File: src/rtl/bpu_hist_ctrl_pkg.sv
// Shared defaults and the history shift helper for the gshare history controller.
// The helper works on a fixed wide vector; callers cast to and from their own history width.
package bpu_hist_ctrl_pkg;

  localparam int BHR_WIDTH_DEF = 4;
  localparam int DEPTH_DEF     = 4;
  localparam int CNT_WIDTH_DEF = 32;
  localparam int HIST_MAX      = 32;

  function automatic logic [HIST_MAX-1:0] shift_in(input logic [HIST_MAX-1:0] bhr,
                                                   input logic                b);
    return {bhr[HIST_MAX-2:0], b};
  endfunction

endpackage

File: src/rtl/bpu_pred_fifo.sv
// In-order 1-bit queue of predicted directions; read data is combinational from the head,
// push/pop/clear take effect on the next edge; the caller gates push with !full_o.
module bpu_pred_fifo
  import bpu_hist_ctrl_pkg::*;
#(
  parameter int DEPTH = DEPTH_DEF
) (
  input  logic                   clk,
  input  logic                   rst_n,
  input  logic                   push_i,
  input  logic                   push_dat_i,
  input  logic                   pop_i,
  input  logic                   clear_i,
  output logic                   rd_dat_o,
  output logic                   full_o,
  output logic                   empty_o,
  output logic [$clog2(DEPTH):0] count_o
);

  localparam int AW = $clog2(DEPTH);

  logic [DEPTH-1:0] mem_q;
  logic [AW:0]      wr_q, wr_d;
  logic [AW:0]      rd_q, rd_d;

  // Pointers carry one extra wrap bit so full and empty are distinguishable.
  assign empty_o  = (wr_q == rd_q);
  assign full_o   = (wr_q[AW] != rd_q[AW]) && (wr_q[AW-1:0] == rd_q[AW-1:0]);
  assign count_o  = wr_q - rd_q;
  assign rd_dat_o = mem_q[rd_q[AW-1:0]];

  always_comb begin
    wr_d = wr_q;
    rd_d = rd_q;
    if (push_i) wr_d = wr_q + (AW+1)'(1);
    if (pop_i)  rd_d = rd_q + (AW+1)'(1);
    if (clear_i) rd_d = wr_d;
  end

  always_ff @(posedge clk or negedge rst_n) begin
    if (!rst_n) begin
      mem_q <= '0;
      wr_q  <= '0;
      rd_q  <= '0;
    end else begin
      if (push_i) mem_q[wr_q[AW-1:0]] <= push_dat_i;
      wr_q <= wr_d;
      rd_q <= rd_d;
    end
  end

endmodule

File: src/rtl/bpu_hist_ctrl.sv
// Speculative/committed global history for gshare plus the in-flight prediction queue.
// PHT update and mispredict are same-cycle combinational; if1_accept drops when the queue is full.
module bpu_hist_ctrl
  import bpu_hist_ctrl_pkg::*;
#(
  parameter int BHR_WIDTH = BHR_WIDTH_DEF,
  parameter int DEPTH     = DEPTH_DEF,
  parameter int CNT_WIDTH = CNT_WIDTH_DEF
) (
  input  logic                   clk,
  input  logic                   rst_n,
  input  logic                   if1_br_valid,
  input  logic                   if1_pred_taken,
  output logic                   if1_accept,
  input  logic                   ex_br_valid,
  input  logic                   ex_taken,
  input  logic                   flush,
  output logic [BHR_WIDTH-1:0]   fbhr,
  output logic [BHR_WIDTH-1:0]   wbhr,
  output logic                   pht_we,
  output logic                   pht_branched,
  output logic                   mispredict,
  output logic [$clog2(DEPTH):0] inflight,
  output logic [CNT_WIDTH-1:0]   mispred_cnt
);

  logic [BHR_WIDTH-1:0] spec_bhr_q, spec_bhr_d;
  logic [BHR_WIDTH-1:0] arch_bhr_q, arch_bhr_d;
  logic [CNT_WIDTH-1:0] cnt_q, cnt_d;

  logic q_full, q_empty, q_head;
  logic pu, po, rb;

  assign if1_accept   = !q_full;
  assign po           = ex_br_valid && !q_empty;
  assign mispredict   = po && (ex_taken != q_head);
  assign rb           = mispredict || flush;
  assign pu           = if1_br_valid && if1_accept && !rb;

  assign pht_we       = po;
  assign pht_branched = ex_taken;
  assign fbhr         = spec_bhr_q;
  assign wbhr         = arch_bhr_q;
  assign mispred_cnt  = cnt_q;

  bpu_pred_fifo #(.DEPTH(DEPTH)) u_pred_fifo (
    .clk        (clk),
    .rst_n      (rst_n),
    .push_i     (pu),
    .push_dat_i (if1_pred_taken),
    .pop_i      (po),
    .clear_i    (rb),
    .rd_dat_o   (q_head),
    .full_o     (q_full),
    .empty_o    (q_empty),
    .count_o    (inflight)
  );

  // Rollback restores the committed history including this cycle's resolved branch.
  always_comb begin
    arch_bhr_d = arch_bhr_q;
    if (po) arch_bhr_d = BHR_WIDTH'(shift_in(HIST_MAX'(arch_bhr_q), ex_taken));

    spec_bhr_d = spec_bhr_q;
    if (rb)      spec_bhr_d = arch_bhr_d;
    else if (pu) spec_bhr_d = BHR_WIDTH'(shift_in(HIST_MAX'(spec_bhr_q), if1_pred_taken));

    cnt_d = cnt_q;
    if (mispredict && !(&cnt_q)) cnt_d = cnt_q + CNT_WIDTH'(1);
  end

  always_ff @(posedge clk or negedge rst_n) begin
    if (!rst_n) begin
      spec_bhr_q <= '0;
      arch_bhr_q <= '0;
      cnt_q      <= '0;
    end else begin
      spec_bhr_q <= spec_bhr_d;
      arch_bhr_q <= arch_bhr_d;
      cnt_q      <= cnt_d;
    end
  end

endmodule
File: config.mk
export PLATFORM = sky130hd
export DESIGN_NAME = bpu_hist_ctrl
export DESIGN_NICKNAME = d
export VERILOG_FILES = /design/src/rtl/bpu_hist_ctrl_pkg.sv /design/src/rtl/bpu_pred_fifo.sv /design/src/rtl/bpu_hist_ctrl.sv
export SDC_FILE = /design/constraint.sdc
export NUM_CORES = 1
export LEC_CHECK = 0
export CAP_MARGIN = 20
export CORE_ASPECT_RATIO = 1.1
export CORE_MARGIN = 2
export CORE_UTILIZATION = 30
export DETAILED_ROUTE_END_ITERATION = 10
export DONT_BUFFER_PORTS = 1
export GPL_TIMING_DRIVEN = 0
export PLACE_DENSITY = 0.55
export SETUP_SLACK_MARGIN = 0.1
export SLEW_MARGIN = 10
export SYNTH_ARGS = -nofsm -noshare
export SYNTH_HDL_FRONTEND = slang
export SYNTH_SLANG_ARGS = --single-unit
File: constraint.sdc
create_clock -name clk -period 7.4 [get_ports clk]
set_clock_uncertainty 0.2 [all_clocks]
set_input_delay 1.48 -clock clk [delete_from_list [all_inputs] [get_ports clk]]
set_output_delay 1.48 -clock clk [all_outputs]
set_load 0.03 [all_outputs]
Yosys cells after proc, flatten, opt, wreduce, memory -nomap -nowiden. Cells that the tools add are included.

Bits in registers: 50. Output and inout bits: 47.

Add/subtract/negate cells: 4. Magnitude comparators: 3. Equality and inequality tests: 4. Muxes and demuxes: 11. Reductions and logical operators: 15.

Operators with widths (number): 32-bit by 1-bit adder with 32-bit output, second input constant (1); 32-bit AND reduction (1); 4-bit two-way mux (3); 3-bit two-way mux (3); 1-bit logical AND (7); 3-bit by 1-bit adder with 3-bit output, second input constant (2); 2-bit by 3-bit < comparator with 1-bit output, second input constant (2); 4-bit bitwise mux (1); 1-bit logical NOT (4); 2-bit nonzero test (2); 3-bit == test (1); 3-bit subtractor (1); 1-bit binary-select mux with 2-bit select (1); 1-bit demux with 2-bit select (1); 2-bit == test (1); 2-bit by 1-bit >= comparator with 1-bit output, second input constant (1); 1-bit two-way mux (2); 1-bit != test (2); 1-bit logical OR (1).

Logic depth before layout (Yosys ltp).
Depth after elaboration: 9. Depth in mapped cells: 10. Gate-level depth less buffers: 9.

Modules after synthesis. Synthesis repeated with hierarchy kept, for this count alone.

Cell total of the unflattened synthesis: 245. Area total of the unflattened synthesis: 2646.3 µm².

Modules (own cells, without submodules): bpu_hist_ctrl (instances 1, cells each 196, area an instance 2057.0 µm²); bpu_pred_fifo (instances 1, cells each 49, area an instance 589.3 µm²).

Worst setup path before layout. OpenSTA, ideal clock, no wires.

Kind: in2out. Start: input ex_br_valid. End: output mispredict. Data arrival time: 2349 ps. Data required time: 5720 ps. Setup slack: 3371 ps. Cell stages on the path: 5. Path buffers: 1. Path through: o21ai_1 -> inv_2 -> nand2_1 -> inv_2 -> buf_2.

Cells in the longest elaborated chain, start to end: 2.

RTL lines: start, declared (RTL line bpu_hist_ctrl.sv:15) `input logic ex_br_valid,`; 1-bit logical AND (RTL line bpu_hist_ctrl.sv:35) `assign po = ex_br_valid && !q_empty;`; net pht_we (RTL line bpu_hist_ctrl.sv:20) `output logic pht_we,`; 1-bit logical AND (RTL line bpu_hist_ctrl.sv:36) `assign mispredict = po && (ex_taken != q_head);`; end, declared (RTL line bpu_hist_ctrl.sv:22) `output logic mispredict,`.

The timed path passes the listed nets, and every way through them passes these cells.

Final worst setup path. Same ends and word-level chain as after synthesis.

==> results.cfg <==
[outcome]
status = finished clean

[yosys]
ys.flop_type = dfrtp_1
synth-async-reset-ratio_pct = 100.0
synthCells = 248
syn_avg_cell_area_um2 = 10.90
synth.ff_latch_count = 50
netlist_top_cells_area = dfrtp_1 (46%), xnor2_1 (9.7%), ha_1 (3.7%), nand3_2 (3.3%), nand4_1 (3.2%)
synth_area_um2 = 2704
synth_cell_type_count = 38
synth_top_area_share_pct = 46.27
synth_warnings = 0
seq_area_frac_synth_pct = 46.27
synth_nets = 264
yosysTopAreaCell = dfrtp_1
synth-edff-count = 0

[timing]
slew_viol_final = 0
rsz0062_at_grt = no
hold_violations = 0
period_share_pct = 58.15
tightest_slew_ns = 0.9002
fin_tns_setup_ns = 0
timing.fmax_mhz = 232.4
slew_headroom_pct = 39.53
min_period_ns = 4.303
setup_viol_count_final = 0

[finish]
stdcell_count = 370
n_antenna_cell = 0
drive_gt1_share_pct = 17.58
fin_nets = 271
syn_to_final_growth_pct = 9.440

[power]
comb_power_share_pct = 37.7
pwr-share-clk_pct = 18.1
swShare_pct = 46.92
internal_power_mw = 0.5783
p_seq_share_pct = 44.1
irDropWorstVdd_mv = 0.1802
powerDensity_nw_per_um2 = 368.2
leakagePower_nw = 1.250
switchingPower_mw = 0.5112

[detailed_routing]
vias = 1851
drt_wl_total_um = 5929
ant_nets = 0
drc = 0
first_iter_violations = 49
viasPerCell = 5.003
wl_per_cell_um = 16.02
dr.pass1.iters = 4

[worst_setup_path]
critPathCaptureType = output port
required_ns = 5.72
worstPathArrival_ns = 2.62
worst-setup-path-type = in2out
r2r_start = u_pred_fifo.wr_q[0]$_DFF_PN0_
crit_chain = o21ai_1 > inv_2 > nand2_1 > inv_2 > buf_2
critPathMaxStageDelay_ns = 0.38
critPathLaunch = ex_br_valid
start_kind = input port
cp_common_cell = inv_2
crit_path_top_delay_cell = buf_2
critPathMaxFanout = 10

[flow_run]
max_cap_viol_count = 0

[floorplan]
rows = 36
coreArea_um2 = 8828
design.die.area_um2 = 9789
die_height_um = 103.6
io_pins = 54
start_util_pct = 30.63
die_x_um = 94.52

[clocking]
clkLatencyLatePin_ns = 0.31
cts_sinks = 50
numCtsBuffers = 5
postCtsHoldBufs = 0
post_cts_resized = 0
post_cts_buffers = 0
clockBufferDepth = 2
cts_tree = yes
h-tree-depth = 2
cts.reportedPaths.clkPinSlew_ns = 0.09
cts-root-buf = clkbuf_8

[place]
dp_hpwl_um = 4338
place.gp.congestion = 0.7408
io_buffers = 0
dp_cells = 362

[hold_path]
hold_path.class = reg2reg
hp-start = u_pred_fifo.mem_q[3]$_DFFE_PN0P_

[grt]
grtUsageTotal_pct = 13.00
grt_pass1_wl_um = 10090
grt-ovfl-total = 0
grt_pass1_vias = 1906
grt_max_degree = 51
antenna_found_initial = 0
==> sequential cells by signal (all words and copies together), names as in the netlist <==
name	count
fbhr	4
mispred_cnt	32
u_pred_fifo.mem_q	4
u_pred_fifo.rd_q	3
u_pred_fifo.wr_q	3
wbhr	4
==> synth_stat cells, types with 8 or more instances <==
cell	count
xnor2_1	30
ha_1	8
nand2_1	19
nand4_1	14
nor2_1	12
inv_1	8
dfrtp_1	50
and3_1	13
nand3_1	12
nand3_2	9
==> final cells by class <==
cell class	count	area, µm²
Inverter	10	37.54
Clock inverter	3	43.79
Multi-Input combinational cell	177	1329
Sequential cell	50	1251
Buffer	11	86.33
Fill cell	942	5869
Tap cell	114	142.6
Clock buffer	5	68.82
==> through the flow <==
step           util, %  worst slack, ns  total power, mW  hold WS (ns)  area (µm²)
6_report         33.52            3.097            1.089        0.2986        2959
5_1_grt          33.52            2.982            1.178        0.3381        2959
4_1_cts          33.52            3.057            1.110        0.3082        2959
3_5_place_dp     32.24            3.054           0.9057        0.2869        2846
3_3_place_gp     32.24            3.059           0.8973        0.2767        2846
2_1_floorplan        -            3.371           0.8117        0.2526        2704
==> routing by layer <==
layer	up-vias	GRT usage [%]	share of wire [%]	wire [µm]
li1	885	-	-	-
met1	916	15.96	42	2475
met2	46	21.99	51	3025
met3	4	4.218	6.5	387
met4	0	3.106	0.71	42
met5	-	0	0	0
==> worst max-delay path: cells and delay by family <==
kind | cells | cell delay (ns)
AOI/OAI and AO/OA | 1 | 0.17
and+or+nand+nor | 1 | 0.18
buffers and inverters | 3 | 0.79
==> layout by cell type, fill, tap and decap left out, types with 6 or more instances in the layout <==
master	Yosys	layout
nand3_1	12	12
ha_1	8	8
nand4_1	14	14
mux2_1	6	6
and2_1	6	6
dfrtp_1	50	50
inv_1	8	8
and3_1	13	13
xnor2_1	30	30
nand3_2	9	9
nand4_2	6	6
nor2_1	12	12
nand2_1	19	19
mux2_2	6	6
==> worst paths after layout <==
path / slack [ns] / end / cells past startpoint
max reg2reg: 4.50 / u_pred_fifo.mem_q[3]$_DFFE_PN0P_ / 8
min reg2reg: 0.30 / u_pred_fifo.mem_q[3]$_DFFE_PN0P_ / 1
max: 3.10 / mispredict / 5
max in group asynchronous: 6.25 / mispred_cnt[5]$_DFFE_PN0P_ / 0
min in group asynchronous: 0.66 / wbhr[3]$_DFF_PN0_ / 0
min: 0.30 / u_pred_fifo.mem_q[3]$_DFFE_PN0P_ / 1
==> logic make-up after synthesis <==
| logic type | after synthesis | synth area share (%) |
|---|---|---|
| flip-flops | 50 | 46.27 |
| adder cells (fa/ha/maj) | 9 | 4.443 |
| AND/OR/NAND/NOR | 106 | 24.16 |
| AO/OA/AOI/OAI | 15 | 3.424 |
| buffers and inverters | 21 | 4.581 |
| multiplexers | 13 | 5.830 |
| XOR/XNOR | 34 | 11.29 |
==> power by group through the flow <==
stage	logic (mW)	registers [mW]	clock network [mW]
finish	0.411	0.481	0.197
global route	0.463	0.495	0.221
CTS	0.418	0.483	0.208
detailed placement	0.416	0.490	0
global placement	0.410	0.488	0
floorplan	0.344	0.467	0
No activity file was read; power rests on OpenSTA's default activity.
